### config.mk
export PLATFORM = sky130hd
export DESIGN_NAME = bit_serializer
export DESIGN_NICKNAME = d
export VERILOG_FILES = /design/src/rtl/serial_pkg.sv /design/src/rtl/word_hold_reg.sv /design/src/rtl/bit_serializer.sv
export SDC_FILE = /design/constraint.sdc
export NUM_CORES = 1
export LEC_CHECK = 0
export BUFFER_PORTS_ARGS = -buffer_cell sky130_fd_sc_hd__buf_2
export CAP_MARGIN = 15
export CORE_UTILIZATION = 54
export DETAILED_ROUTE_END_ITERATION = 16
export GPL_ROUTABILITY_DRIVEN = 0
export PLACE_DENSITY_LB_ADDON = 0.15
export SLEW_MARGIN = 20
export SYNTH_ARGS = -nofsm -noshare
export SYNTH_HDL_FRONTEND = slang
export SYNTH_SLANG_ARGS = --single-unit
### constraint.sdc
create_clock -name clk -period 2.6 [get_ports clk]
set_input_delay 0.26 -clock clk [delete_from_list [all_inputs] [get_ports clk]]
set_output_delay 0.26 -clock clk [all_outputs]
set_load 0.05 [all_outputs]
### src/rtl/serial_pkg.sv
// Shared definitions for the serializer and the serial pattern-detector benches.
// Latency: n/a (constants and types only).
// Backpressure: n/a.
package serial_pkg;

  // State encoding, fixed so detector benches can decode a probed state bit.
  localparam logic S_IDLE  = 1'b0;
  localparam logic S_SHIFT = 1'b1;

  // Default word width, shared with the detector benches.
  localparam int DEFAULT_WIDTH = 8;

  typedef enum logic {
    ST_IDLE  = S_IDLE,
    ST_SHIFT = S_SHIFT
  } ser_state_e;

endpackage

### src/rtl/word_hold_reg.sv
// One-entry word buffer sitting between the load handshake and the shifter.
// Latency: a write is visible on rd_data/full one cycle after wr_en.
// Backpressure: full stays high until rd_en drains the entry; the owner must not write while full.
module word_hold_reg #(
  parameter int WIDTH = 8
) (
  input  logic             clk,
  input  logic             rst,
  input  logic             wr_en,
  input  logic [WIDTH-1:0] wr_data,
  input  logic             rd_en,
  output logic [WIDTH-1:0] rd_data,
  output logic             full
);

  logic [WIDTH-1:0] data_q, data_d;
  logic             full_q, full_d;

  // Next-state: a read empties the entry, a write fills it (never both in one cycle).
  always_comb begin
    data_d = data_q;
    full_d = full_q;
    if (rd_en) begin
      full_d = 1'b0;
    end
    if (wr_en) begin
      data_d = wr_data;
      full_d = 1'b1;
    end
  end

  // Entry storage with asynchronous active-low reset.
  always_ff @(posedge clk or negedge rst) begin
    if (!rst) begin
      data_q <= '0;
      full_q <= 1'b0;
    end else begin
      data_q <= data_d;
      full_q <= full_d;
    end
  end

  assign rd_data = data_q;
  assign full    = full_q;

endmodule

### src/rtl/bit_serializer.sv
// Parallel-to-serial front end: one held word plus an MSB-first shifter driving ser_out.
// Latency: handshake at edge E0, transfer to shifter at E1, first bit on ser_out after E1.
// Backpressure: load_ready = hold buffer empty; shift_en=0 freezes the shifter but not the hold buffer.
module bit_serializer
  import serial_pkg::*;
#(
  parameter int WIDTH = DEFAULT_WIDTH,
  parameter int CNT_W = $clog2(WIDTH)
) (
  input  logic             clk,
  input  logic             rst,
  input  logic             load_valid,
  output logic             load_ready,
  input  logic [WIDTH-1:0] load_data,
  input  logic             shift_en,
  output logic             ser_out,
  output logic             ser_valid,
  output logic             word_done,
  output logic             busy
);

  ser_state_e       state_q, state_d;
  logic [WIDTH-1:0] shift_reg_q, shift_reg_d;
  logic [CNT_W-1:0] idx_q, idx_d;
  logic             ser_out_q, ser_out_d;
  logic             ser_valid_q, ser_valid_d;
  logic             word_done_q, word_done_d;

  logic             hold_valid;
  logic [WIDTH-1:0] hold_data;
  logic             handshake;
  logic             last_bit;
  logic             transfer;

  // load_ready depends on registered state only, so there is no path from load_valid.
  assign load_ready = !hold_valid;
  assign handshake  = load_valid && load_ready;

  // The final bit of the current word is consumed on this edge.
  assign last_bit = (state_q == ST_SHIFT) && (idx_q == '0) && shift_en;

  // Refill the shifter when idle, or seamlessly right as the last bit leaves.
  assign transfer = hold_valid && ((state_q == ST_IDLE) || last_bit);

  word_hold_reg #(
    .WIDTH(WIDTH)
  ) u_hold (
    .clk    (clk),
    .rst    (rst),
    .wr_en  (handshake),
    .wr_data(load_data),
    .rd_en  (transfer),
    .rd_data(hold_data),
    .full   (hold_valid)
  );

  // FSM next state, shifter/index update and the pre-computed registered outputs.
  always_comb begin
    state_d     = state_q;
    shift_reg_d = shift_reg_q;
    idx_d       = idx_q;
    word_done_d = last_bit;

    if (transfer) begin
      state_d     = ST_SHIFT;
      shift_reg_d = hold_data;
      idx_d       = CNT_W'(WIDTH - 1);
    end else if ((state_q == ST_SHIFT) && shift_en) begin
      if (idx_q != '0) begin
        idx_d = idx_q - 1'b1;
      end else begin
        state_d = ST_IDLE;
      end
    end

    // Registering the next bit keeps ser_out glitch-free and aligned with state.
    ser_valid_d = (state_d == ST_SHIFT);
    ser_out_d   = (state_d == ST_SHIFT) ? shift_reg_d[idx_d] : 1'b0;
  end

  // State and output registers; reset aborts any word in flight.
  always_ff @(posedge clk or negedge rst) begin
    if (!rst) begin
      state_q     <= ST_IDLE;
      shift_reg_q <= '0;
      idx_q       <= '0;
      ser_out_q   <= 1'b0;
      ser_valid_q <= 1'b0;
      word_done_q <= 1'b0;
    end else begin
      state_q     <= state_d;
      shift_reg_q <= shift_reg_d;
      idx_q       <= idx_d;
      ser_out_q   <= ser_out_d;
      ser_valid_q <= ser_valid_d;
      word_done_q <= word_done_d;
    end
  end

  assign ser_out   = ser_out_q;
  assign ser_valid = ser_valid_q;
  assign word_done = word_done_q;
  assign busy      = hold_valid || (state_q == ST_SHIFT);

endmodule

## Word-level counts from Yosys, hierarchy flattened

Cells that the tools add are included.

| word-level totals | value |
|---|---|
| bits of input ports | 12 |
| logic and storage cells | 33 |
| bits in registers | 23 |

| cells by class | value |
|---|---|
| $add $sub $neg | 1 |
| bitwise logic cells | 1 |
| multiplexer cells | 12 |
| reductions and logical operators | 11 |
| order comparisons | 1 |

Operator list:

| operator | count |
|---|---|
| two-way mux 3 bit | 3 |
| two-way mux 8 bit | 1 |
| two-way mux 1 bit | 7 |
| logical AND 1 bit | 5 |
| less-than comparator 3 x 4 -> 1 bit, second input constant | 1 |
| binary-select mux 1 bit (select 3 bit) | 1 |
| logical NOT 3 bit | 1 |
| nonzero test 3 bit | 1 |
| subtractor 3 x 1 -> 3 bit, second input constant | 1 |
| logical OR 1 bit | 2 |
| nonzero test 2 bit | 1 |
| logical NOT 1 bit | 1 |
| NOT 1 bit | 1 |

## Depth between registers and ports, before layout

| depth | value |
|---|---|
| depth after elaboration | 9 |
| gate-level depth with buffers | 8 |
| gate-level depth less buffers | 8 |

## Cells and area by module

From an unflattened synthesis, not the netlist that was laid out.

| second synthesis, totals | value |
|---|---|
| cell total of the unflattened synthesis | 96 |
| area total of the unflattened synthesis | 1123.6 um^2 |

Modules (own cells, without submodules):

| module | instances | cells each | sequential area each (um^2) | area an instance (um^2) |
|---|---|---|---|---|
| bit_serializer | 1 | 76 | 350.3 | 754.5 |
| word_hold_reg | 1 | 20 | 225.2 | 369.1 |

## Least setup slack after synthesis

OpenSTA, ideal clock, no wires.

| path | value |
|---|---|
| path kind | reg-to-reg |
| start point | register idx_q[0] |
| end point | register ser_out_q, in the netlist ser_out |
| arrival time | 1.824 ns |
| path slack | 0.650 ns |
| path buffers | 0 |
| setup time | 0.126 ns |
| cell stages (with the launch flop) | 9 |
| path through | dfrtp_1 -> inv_1 -> ha_1 -> nor2b_2 -> o21ai_2 -> a21oi_4 -> mux2i_1 -> nor3_1 -> o32a_1 |

| on the way | value |
|---|---|
| longest elaborated chain between the ends | 9 |
| elaborated cells between the ends (all ways) | 17 |

RTL lines:

| item | RTL line | RTL |
|---|---|---|
| from (decl) | bit_serializer.sv:24 | `logic [CNT_W-1:0] idx_q, idx_d;` |
| from (signal assigned) | bit_serializer.sv:93 | `idx_q <= idx_d;` |
| branches (longest 5 deep; another with subtractor 3 x 1 -> 3 bit) | -- |  |
| two-way mux 3 bit (*) | bit_serializer.sv:64 | `if (transfer) begin` |
| named net idx_d[0] | bit_serializer.sv:24 |  |
| binary-select mux 1 bit (select 3 bit) (*) | bit_serializer.sv:78 | `ser_out_d = (state_d == ST_SHIFT) ? shift_reg_d[idx_d] : 1'b0;` |
| two-way mux 1 bit (implied by the code) (*) | bit_serializer.sv:78 |  |
| two-way mux 1 bit (*) | bit_serializer.sv:78 |  |
| named net ser_out_d | bit_serializer.sv:25 | `logic ser_out_q, ser_out_d;` |
| to (signal assigned) | bit_serializer.sv:94 | `ser_out_q <= ser_out_d;` |
| to (decl) | bit_serializer.sv:25 |  |

Mark *: on every way through the listed nets, which the timed path passes. The select of a mux whose other input is x is not followed.
A chain may end at the register's enable or synchronous reset.

## Final worst setup path

Same ends and word-level chain as after synthesis.

==> impl_metrics.ini <==
[die]
fp.dieH_um = 47.1
dieArea_um2 = 2220
die_x_um = 47.1
fp.coreArea_um2 = 1820
ios = 17
num_rows = 15
start_util = 0.603

[global_routing]
grt_util_met3 = 0.0231
grt_usage = 0.179
grt_pass1_vias = 618
grt_util_met1 = 0.217
antenna_found_initial = 0
grt_pass1_wl_um = 2640
met2_usage = 0.314
grt.overflow.total = 0
grt_max_degree = 24
grt-busiest-layer = met2

[worst_setup_path]
worst_ep_arrival_time_ns = 2.29
crit_path_start_kind = flip-flop
r2r-start = idx_q[0]
r2r_setup_slack_ns = 0.50
crit_required_ns = 2.79
rr_endpoint = ser_out
rr_worst_depth = 8
crit_path_end_kind = flip-flop
critical_path_class = reg2reg
path_max_fanout = 6

[synthesis]
ys_seq_elements = 23
avgSynthCellArea_um2 = 12.6
synth_edf_count = 0
yosysUniqueCellTypes = 32
syn_area_um2 = 1100
synth_area_leaders = dfrtp_1, mux2_1, ha_1, nand2_1, a211oi_4
synthCells = 87
synth-adder-area-share = 0.0228
synth_top_family_by_area = multiplexers
synth_top_area_frac = 0.525
synth-simple-area-share = 0.103
yosys.area.top_type = dfrtp_1
yosysSeqAreaShare = 0.525
syn_nets = 101
ys.flop_type = dfrtp_1
async_reset_ff_frac = 1.00
synthXorXnorAreaFrac = 0.00798
yosys_warnings = 0
synth.area.mux_share = 0.182
synth-compound-area-share = 0.125

[timing]
fin_crit_ns = 2.10
rsz0062_at_grt = false
finalCritPeriodShare = 0.808
hold_viol = 0
slew_headroom = 0.667
worst_pin_slew_ns = 0.499
tns_ns = 0
fmax_mhz = 476
drv_slew = 0
fin_ws_ns = 0.499
worst_clock_skew_ns = 0.00569
setup-violations-final = 0

[worst_hold_path]
hold_path_end = u_hold.rd_data[1]
min_from = load_data[1]
hp-class = in2reg
whs_path_depth = 2

[route]
drc = 0
wire_per_inst_um = 12.7
firstDrtPassIters = 4
routed_wl_um = 1670
ant_nets = 0
drt-vias-per-instance = 5.26
initialDrtViolationCount = 7
vias = 689

[power]
power.internal_w = 0.000835
peakVddDrop_mv = 0.595
comb_power_share = 0.412
swShare = 0.370
p_clk_frac = 0.119
p_per_area_nw_per_um2 = 1080
pwr-share-seq = 0.469
p_sw_w = 0.000491
p_leak_nw = 0.565

[clock_network]
cts_sinks = 23
post-cts-setup-buffers = 0
cts_made_buffers = 3
cts_buffer_depth = 2
ctsRootBufferMaster = clkbuf_4
clkLatencyLatePin_ns = 0.30
clkTransAtPathRegs_ns = 0.12
tritoncts = built
cts_max_level = 1

[layout]
num-fill-cells = 146
syn_to_final_growth_pct = 12.1
drive_gt1_frac = 0.255
final_nets = 121
n_antenna_cell = 0

[flow_run]
cap_violations = 0

[run_status]
outcome = complete, no violations

[place]
dpl.hpwl_um = 1250
place_ws_ns = 0.509
port-buffer-count = 16
repair_timing:
item                                   CTS  global route
endpoints found under the hold margin   23             0
gates resized for setup                  0             0
hold buffers                             1             0
routing by layer:
layer	vias to the layer above	wire length, µm
met5	-	0
met4	0	10
met3	2	34
met2	12	835
met1	331	786
li1	344	-
worst max-delay path, cell delays in order, from the launching register on:
cell and delay [ns]:
dfrtp_1 0.44, inv_1 0.13, ha_1 0.25, nor2b_2 0.22, o21ai_2 0.10, a21oi_4 0.23
mux2i_1 0.21, nor3_1 0.06, o32a_1 0.35
power groups by stage:
stage | Combinational, W | Sequential, W | Clock, W
floorplan | 0.000419 | 0.000642 | 0
global placement | 0.000531 | 0.000632 | 0
detailed placement | 0.000550 | 0.000636 | 0
CTS | 0.000554 | 0.000626 | 0.000162
global route | 0.000605 | 0.000648 | 0.000172
finish | 0.000546 | 0.000622 | 0.000158
cell usage in the layout, fill, tap and decap left out, types with 2 or more instances in the layout:
master,Yosys,final
a21oi_1,3,3
buf_2,0,16
clkbuf_4,0,3
dfrtp_1,23,23
ha_1,2,2
inv_1,4,4
mux2_1,16,16
mux2i_1,2,2
nand2_1,6,6
nand3_1,3,3
nand4_1,2,2
o21ai_0,3,3
or2_1,2,2
area by class of cell:
class                      instances  area (µm²)  share of cell area
tap                               25        31.3              0.0254
multi-input combinational         57         484               0.394
clock buffer                       4        26.3              0.0214
timing repair buffer              18        97.6              0.0793
inverter                           4        15.0              0.0122
sequential                        23         576               0.468
kinds of logic after synthesis:
kind of cell / after synthesis
xor gates and xnor gates: 1
buffers and inverters: 7
muxes: 18
and+or+nand+nor: 20
adders and majority gates: 2
DFF: 23
AOI/OAI and AO/OA: 16
metrics by stage:
step | total power [W] | area [µm²] | hold WS [ns] | instances | util
CTS | 0.00134 | 1230 | 0.162 | 131 | 0.676
global route | 0.00142 | 1230 | 0.160 | 131 | 0.676
floorplan | 0.00106 | 1100 | -0.0356 | 87 | -
detailed placement | 0.00119 | 1190 | 0.255 | 126 | 0.656
global placement | 0.00116 | 1190 | 0.250 | 126 | 0.656
finish | 0.00133 | 1230 | 0.168 | 131 | 0.676
sequential cells by signal, summed over array words and instances (netlist names):
| register | flops |
|---|---|
| ser_valid | 1 |
| ser_out | 1 |
| word_done | 1 |
| u_hold.rd_data | 8 |
| u_hold.full | 1 |
| shift_reg_q | 8 |
| idx_q | 3 |
synthesized netlist by cell type (2+ instances only):
cell,n
dfrtp_1,23
mux2_1,16
nand2_1,6
inv_1,4
a21oi_1,3
nand3_1,3
o21ai_0,3
ha_1,2
mux2i_1,2
nand4_1,2
or2_1,2
worst max-delay path by stage:
stage / startpoint / endpoint / slack [ns] / depth (start not counted)
final: idx_q[0] / ser_out / 0.50 / 8
after global routing: idx_q[0] / ser_out / 0.34 / 8
after CTS: idx_q[0] / ser_out / 0.50 / 8
after detailed placement: idx_q[0] / ser_out / 0.51 / 8
after global placement: idx_q[0] / ser_out / 0.58 / 8
after floorplan: idx_q[0] / ser_out / 0.65 / 8
Power figures use the tool's default switching activity.
